==> config.mk <==
export PLATFORM = sky130hd
export DESIGN_NAME = fixed_vec3_normalize_seq
export DESIGN_NICKNAME = d
export VERILOG_FILES = /design/src/rtl/fixed_point_pkg.sv /design/src/rtl/fixed_point_sqrt_seq.sv /design/src/rtl/fixed_vec3_normalize_seq.sv
export SDC_FILE = /design/constraint.sdc
export NUM_CORES = 1
export LEC_CHECK = 0
export ABC_AREA = 0
export BUFFER_PORTS_ARGS = -buffer_cell sky130_fd_sc_hd__buf_4
export CORE_ASPECT_RATIO = 2
export CORE_MARGIN = 10
export CORE_UTILIZATION = 50
export DETAILED_ROUTE_END_ITERATION = 16
export PLACE_DENSITY = 0.7
export RECOVER_POWER = 50
export SKIP_LAST_GASP = 1
export SLEW_MARGIN = 40
export SYNTH_ARGS = -nofsm -noshare
export SYNTH_HDL_FRONTEND = slang
export SYNTH_SLANG_ARGS = --single-unit
==> constraint.sdc <==
create_clock -name clk -period 9 [get_ports clk]
set_input_delay 0.9 -clock clk [delete_from_list [all_inputs] [get_ports clk]]
set_output_delay 0.9 -clock clk [all_outputs]
set_load 0.005 [all_outputs]
==> src/rtl/fixed_point_pkg.sv <==
// Shared fixed-point parameters and state encoding for the Q8.4 vector datapath.
// Derived widths size the sum-of-squares and square-root paths so they cannot overflow.
package fixed_point_pkg;

    localparam int WIDTH = 12;
    localparam int FRAC  = 4;
    localparam int SUMW  = 2 * WIDTH + 1;
    localparam int LENW  = WIDTH + 1;
    localparam int ONE   = 1 << FRAC;

    typedef enum logic [2:0] {
        IDLE,
        SUMSQ,
        SQRT,
        DIV,
        DONE
    } state_t;

endpackage

==> src/rtl/fixed_point_sqrt_seq.sv <==
// Bit-serial restoring integer square root, one root bit per cycle, MSB first.
// done is high during the cycle whose clock edge produces the final root bit.
module fixed_point_sqrt_seq #(
    parameter int LENW = fixed_point_pkg::LENW,
    parameter int SUMW = 2 * LENW - 1
) (
    input  logic            clk,
    input  logic            rst,
    input  logic            start,
    input  logic [SUMW-1:0] radicand,
    output logic            done,
    output logic [LENW-1:0] root
);
    import fixed_point_pkg::*;

    localparam int RADW  = 2 * LENW;
    localparam int REMW  = LENW + 2;
    localparam int CNT_W = $clog2(LENW);

    logic [RADW-1:0]  rad;
    logic [REMW-1:0]  rem;
    logic [REMW-1:0]  rem_shift;
    logic [REMW-1:0]  trial;
    logic [LENW-1:0]  root_q;
    logic [CNT_W-1:0] cnt;
    logic             running;
    logic             fits;

    // Bring the next two radicand bits into the remainder and try (4*root + 1).
    always_comb begin
        rem_shift = (rem << 2) | {{(REMW - 2){1'b0}}, rad[RADW-1 -: 2]};
        trial     = {root_q, 2'b01};
        fits      = rem_shift >= trial;
    end

    always_ff @(posedge clk or posedge rst) begin
        if (rst) begin
            rad     <= '0;
            rem     <= '0;
            root_q  <= '0;
            cnt     <= '0;
            running <= 1'b0;
        end else if (start) begin
            rad     <= {{(RADW - SUMW){1'b0}}, radicand};
            rem     <= '0;
            root_q  <= '0;
            cnt     <= CNT_W'(LENW - 1);
            running <= 1'b1;
        end else if (running) begin
            rad    <= rad << 2;
            rem    <= fits ? rem_shift - trial : rem_shift;
            root_q <= (root_q << 1) | {{(LENW - 1){1'b0}}, fits};
            if (cnt == '0) begin
                running <= 1'b0;
            end else begin
                cnt <= cnt - 1'b1;
            end
        end
    end

    assign done = running && (cnt == '0);
    assign root = root_q;

endmodule

==> src/rtl/fixed_vec3_normalize_seq.sv <==
// Sequential Q8.4 vec3 normalizer: exact sum of squares, serial sqrt, then
// three 5-step restoring divisions (x, y, z) sharing one remainder/quotient pair.
module fixed_vec3_normalize_seq #(
    parameter int WIDTH = fixed_point_pkg::WIDTH,
    parameter int FRAC  = fixed_point_pkg::FRAC
) (
    input  logic             clk,
    input  logic             rst,
    input  logic             in_valid,
    output logic             in_ready,
    input  logic [WIDTH-1:0] in_x,
    input  logic [WIDTH-1:0] in_y,
    input  logic [WIDTH-1:0] in_z,
    output logic             out_valid,
    input  logic             out_ready,
    output logic [WIDTH-1:0] out_x,
    output logic [WIDTH-1:0] out_y,
    output logic [WIDTH-1:0] out_z,
    output logic             out_zero,
    output logic             busy
);
    import fixed_point_pkg::*;

    localparam int SUM_W = 2 * WIDTH + 1;
    localparam int LEN_W = WIDTH + 1;
    localparam int REM_W = LEN_W + 1;
    localparam int Q_W   = FRAC + 1;
    localparam int IT_W  = $clog2(FRAC + 1);
    localparam logic [IT_W-1:0] LAST_IT = IT_W'(FRAC);

    state_t            state;
    logic [WIDTH-1:0]  mag_x, mag_y, mag_z;
    logic              sign_x, sign_y, sign_z;
    logic [SUM_W-1:0]  sum_sq;
    logic [LEN_W-1:0]  len;
    logic              sqrt_start;
    logic              sqrt_done;

    logic [REM_W-1:0]  div_rem;
    logic [Q_W-1:0]    div_quot;
    logic [IT_W-1:0]   div_iter;
    logic [1:0]        div_comp;

    logic              div_ge;
    logic [REM_W-1:0]  div_diff;
    logic [Q_W-1:0]    q_next;
    logic [WIDTH-1:0]  q_ext;
    logic              cur_sign;
    logic [WIDTH-1:0]  next_mag;
    logic [WIDTH-1:0]  div_result;

    function automatic logic [WIDTH-1:0] magnitude(input logic [WIDTH-1:0] v);
        return v[WIDTH-1] ? -v : v;
    endfunction

    assign sum_sq = SUM_W'(mag_x) * SUM_W'(mag_x)
                  + SUM_W'(mag_y) * SUM_W'(mag_y)
                  + SUM_W'(mag_z) * SUM_W'(mag_z);

    assign sqrt_start = (state == SUMSQ) && (sum_sq != '0);

    fixed_point_sqrt_seq #(
        .LENW (LEN_W),
        .SUMW (SUM_W)
    ) u_sqrt (
        .clk      (clk),
        .rst      (rst),
        .start    (sqrt_start),
        .radicand (sum_sq),
        .done     (sqrt_done),
        .root     (len)
    );

    // Remainder never reaches 2*len because |c| <= len, so no quotient bit exceeds 16.
    always_comb begin
        div_ge     = div_rem >= REM_W'(len);
        div_diff   = div_ge ? div_rem - REM_W'(len) : div_rem;
        q_next     = (div_quot << 1) | Q_W'(div_ge);
        q_ext      = WIDTH'(q_next);
        cur_sign   = sign_z;
        next_mag   = mag_x;
        case (div_comp)
            2'd0: begin
                cur_sign = sign_x;
                next_mag = mag_y;
            end
            2'd1: begin
                cur_sign = sign_y;
                next_mag = mag_z;
            end
            default: begin
                cur_sign = sign_z;
                next_mag = mag_x;
            end
        endcase
        div_result = cur_sign ? -q_ext : q_ext;
    end

    always_ff @(posedge clk or posedge rst) begin
        if (rst) begin
            state     <= IDLE;
            mag_x     <= '0;
            mag_y     <= '0;
            mag_z     <= '0;
            sign_x    <= 1'b0;
            sign_y    <= 1'b0;
            sign_z    <= 1'b0;
            div_rem   <= '0;
            div_quot  <= '0;
            div_iter  <= '0;
            div_comp  <= '0;
            out_valid <= 1'b0;
            out_x     <= '0;
            out_y     <= '0;
            out_z     <= '0;
            out_zero  <= 1'b0;
        end else begin
            case (state)
                IDLE: begin
                    if (in_valid) begin
                        mag_x    <= magnitude(in_x);
                        mag_y    <= magnitude(in_y);
                        mag_z    <= magnitude(in_z);
                        sign_x   <= in_x[WIDTH-1];
                        sign_y   <= in_y[WIDTH-1];
                        sign_z   <= in_z[WIDTH-1];
                        out_zero <= 1'b0;
                        state    <= SUMSQ;
                    end
                end
                SUMSQ: begin
                    if (sum_sq == '0) begin
                        out_x    <= '0;
                        out_y    <= '0;
                        out_z    <= '0;
                        out_zero <= 1'b1;
                        state    <= DONE;
                    end else begin
                        state <= SQRT;
                    end
                end
                SQRT: begin
                    if (sqrt_done) begin
                        div_rem  <= REM_W'(mag_x);
                        div_quot <= '0;
                        div_iter <= '0;
                        div_comp <= '0;
                        state    <= DIV;
                    end
                end
                DIV: begin
                    if (div_iter == LAST_IT) begin
                        case (div_comp)
                            2'd0:    out_x <= div_result;
                            2'd1:    out_y <= div_result;
                            default: out_z <= div_result;
                        endcase
                        div_rem  <= REM_W'(next_mag);
                        div_quot <= '0;
                        div_iter <= '0;
                        if (div_comp == 2'd2) begin
                            out_valid <= 1'b1;
                            state     <= DONE;
                        end else begin
                            div_comp <= div_comp + 2'd1;
                        end
                    end else begin
                        div_rem  <= div_diff << 1;
                        div_quot <= q_next;
                        div_iter <= div_iter + 1'b1;
                    end
                end
                DONE: begin
                    // The zero-vector shortcut arrives here with out_valid still low.
                    if (!out_valid) begin
                        out_valid <= 1'b1;
                    end else if (out_ready) begin
                        out_valid <= 1'b0;
                        state     <= IDLE;
                    end
                end
                default: state <= IDLE;
            endcase
        end
    end

    assign in_ready = (state == IDLE);
    assign busy     = (state != IDLE);

endmodule
==> impl_metrics.toml <==
[yosys]
syn_nets = 2797
synth-async-reset-ratio_pct = 100
synth_seq_cells = 151
postSynthCellCount = 2244
synth.distinct_cells = 72
synth-edff-count = 0
ys_seq_area_share_pct = 17.8
ys_warn_count = 0
synth-main-ff-cell = "dfrtp_1"
netlist_area_sq_um = 21200
syn-mean-instance-area_sq_um = 9.44

[clocking]
htreeDepth = 4
cts_buffers = 17
worstSkewPairLatency_ps = 490
cts_root_buf = "clkbuf_16"
clockBufferDepth = 2
cts_tree = "built"
cts_hold_buf = 0
path_clk_slew_ps = 80
cts_sinks = 151

[timing]
hold_violations = 0
clock_skew_ps = 31.3
setup_viol = 0
clock.fmax_mhz = 115
period_minus_slack_ps = 8720
worst_pin_slew_ps = 3640
tns_ps = 0
grt_setup_unrepaired = "false"
slew_headroom_pct = -142
fin_crit_sh_pct = 96.9
maxSlewViolCount = 156
postLayoutSetupSlackWorst_ps = 280

[global_route]
track_usage_pct = 23.6
grt_pass1_wl_um = 93700
overflow = 0
antenna_found_initial = 0
grt_pass1_vias = 17778
grt_max_degree = 74

[final_layout]
n_antenna_cell = 0
seq_area_sq_um = 3780
multi_input_area_sq_um = 15300
final_nets = 2833
areaGrowthSynthToFinish_pct = 8.35
nFillCells = 3837
layout-drive-gt1-share_pct = 9.03

[setup_path]
cp_max_fo = 15
path_delay_family = "adder cells"
cp_slowest_cell = "dfrtp_1"
path_common_cell = "fa_1"
cp.required_ps = 9360
worstPathArrival_ps = 9080
end_kind = "register"
start_kind = "register"
worst-path-buf-inv = 3
reg2reg_slack_ps = 280
cp_cell_sequence = "nand2_1 -> fa_1 -> fa_1 -> fa_1 -> inv_1 -> fa_1 -> inv_1 -> fa_1 -> fa_1 -> fa_1 -> fa_1 -> inv_1 -> ha_1 -> a21oi_1 -> o21ai_1 -> a22oi_1 -> mux2i_1 -> o22ai_1 -> a2111oi_4 -> nand4_4 -> a21oi_4 -> mux2_2"
criticalPathCategory = "reg2reg"
max_stage_delay_ps = 720

[min_path]
min_path_type = "reg2reg"

[floorplan]
initial_utilization_pct = 50.5
die_w_um = 166
rows = 106
die-area_sq_um = 51500
core_sq_um = 41900
ios = 80
die_height_um = 311

[drt]
drt_wl_total_um = 58200
drt-initial-drc-count = 731
drc = 0
viasPerCell = 5.59
dr.pass1.iters = 5
avgRoutedWirePerCell_um = 20.5
vias = 15832
ant_nets = 0

[run_status]
outcome = "finished with violations"
violations = "max-capacitance violations, max-slew violations"

[placement]
dp_slack_ps = 177
hpwl_um = 48800
gp_congestion = 0.967
numPortBuffers = 79

[job]
cap_violations = 3
## repair_timing
item,4_1_cts,5_1_grt
resized for setup,0,6
setup endpoints to repair,0,41
setup buffers,0,2
## cells by family (layout without fill, tap and decap cells)
| logic type | after synthesis | count (layout) | share of synthesized area, % |
|---|---|---|---|
| and+or+nand+nor | 569 | 569 | 13.0 |
| buffers and inverters | 540 | 589 | 9.92 |
| adders and majority gates | 513 | 513 | 41.9 |
| AOI/OAI and AO/OA | 307 | 307 | 9.87 |
| DFF | 151 | 151 | 17.8 |
| muxes | 96 | 96 | 4.71 |
| xor gates and xnor gates | 68 | 68 | 2.81 |
## cells in the final DEF (no fill, tap or decap), types with 6 or more instances in the layout
cell and count:
o211ai_1 7, mux2i_1 66, o31ai_1 11, dfrtp_1 146
nand2b_1 15, nand4_1 11, inv_1 434, nor2_1 88
xor2_1 35, nor4_1 6, o21ai_0 84, a22oi_1 16
a211oi_1 15, clkbuf_1 11, o22ai_1 7, and2_1 107
o21a_1 6, ha_1 186, clkbuf_16 17, nand2_1 236
clkbuf_4 8, mux2_2 30, buf_4 99, a21oi_1 53
a211oi_2 11, a21o_1 24, fa_1 327, o21ai_1 12
nand3_1 22, xnor2_1 33, nor3_1 19, nor2b_1 21
a22o_1 6, or3_1 16
## path summary, 6_finish.rpt
check,startpoint,endpoint,cells past startpoint
setup / recovery,mag_x[9]$_DFFE_PP0P_,out_y[7]$_DFFE_PP0P_,22
hold / removal,sign_y$_DFFE_PP0P_,sign_y$_DFFE_PP0P_,2
setup reg to reg,mag_x[9]$_DFFE_PP0P_,out_y[7]$_DFFE_PP0P_,22
hold reg to reg,sign_y$_DFFE_PP0P_,sign_y$_DFFE_PP0P_,2
max in group asynchronous,rst,mag_y[10]$_DFFE_PP0P_,4
min in group asynchronous,rst,u_sqrt.rad[14]$_DFFE_PP0P_,2
## area by class of cell
| class | count | share of cell area, % |
|---|---|---|
| Sequential cell | 151 | 16.5 |
| Clock inverter | 15 | 0.845 |
| Clock buffer | 17 | 1.85 |
| Multi-Input combinational cell | 1553 | 66.8 |
| Tap cell | 540 | 2.94 |
| Inverter | 435 | 7.12 |
| Timing Repair Buffer | 122 | 3.92 |
## Yosys cell counts (7+ instances only)
| library cell | instances | share of area, % |
|---|---|---|
| nand3_1 | 23 | 0.54 |
| mux2_2 | 30 | 1.6 |
| o21ai_1 | 13 | 0.31 |
| a211oi_2 | 11 | 0.65 |
| a211oi_1 | 15 | 0.53 |
| fa_1 | 327 | 31 |
| buf_2 | 8 | 0.19 |
| nor4_1 | 8 | 0.24 |
| nor2_1 | 88 | 1.6 |
| o31ai_1 | 11 | 0.39 |
| o21ai_0 | 84 | 2.0 |
| o22ai_1 | 7 | 0.21 |
| xor2_1 | 35 | 1.4 |
| buf_4 | 11 | 0.39 |
| a21oi_1 | 53 | 1.3 |
| mux2i_1 | 66 | 3.1 |
| nor2b_1 | 21 | 0.62 |
| ha_1 | 186 | 11 |
| dfrtp_1 | 151 | 18 |
| xnor2_1 | 33 | 1.4 |
| a22oi_1 | 16 | 0.57 |
| o211ai_1 | 7 | 0.25 |
| inv_1 | 435 | 7.7 |
| and2_1 | 107 | 3.2 |
| a21o_1 | 24 | 0.85 |
| clkbuf_1 | 79 | 1.4 |
| nand4_1 | 11 | 0.32 |
| nor3_1 | 21 | 0.50 |
| nand2b_1 | 15 | 0.44 |
| or3_1 | 16 | 0.47 |
| nand2_1 | 237 | 4.2 |
## flip-flops by register name, summed over array words and instances (netlist names)
signal	cells
u_sqrt.rad	26
div_rem	14
u_sqrt.rem	13
u_sqrt.root	13
mag_x	12
mag_y	12
mag_z	12
out_x	9
out_y	9
out_z	9
div_quot	4
u_sqrt.cnt	4
div_iter	3
state	3
div_comp	2
out_valid	1
out_zero	1
sign_x	1
sign_y	1
sign_z	1
u_sqrt.running	1
## worst min-delay path: stages (launching register included)
cell and delay, ps:
dfrtp_1 350, nand2_1 50, nand2_1 50
## through the flow
stage          cell area [sq um]  utilization, %  cells  hold slack, ps
4_1_cts                    23000            54.8   2831             401
6_report                   23000            54.8   2833             488
3_5_place_dp               22400            53.4   2799             469
2_1_floorplan              21200               -   2244             446
3_3_place_gp               22300            53.2   2798             461
5_1_grt                    23000            54.8   2833             506
## per-layer routing
layer | up-vias | global-route usage (%) | part of all wire [%]
met5 | - | 0 | 0
li1 | 7205 | - | -
met2 | 415 | 43.7 | 56
met4 | 0 | 19.4 | 9.5
met1 | 7993 | 22.3 | 31
met3 | 219 | 2.67 | 3.0
Power is left out: the tool's default activity adds up to more than one toggle a clock period on the data nets, which glitch-free logic cannot reach.
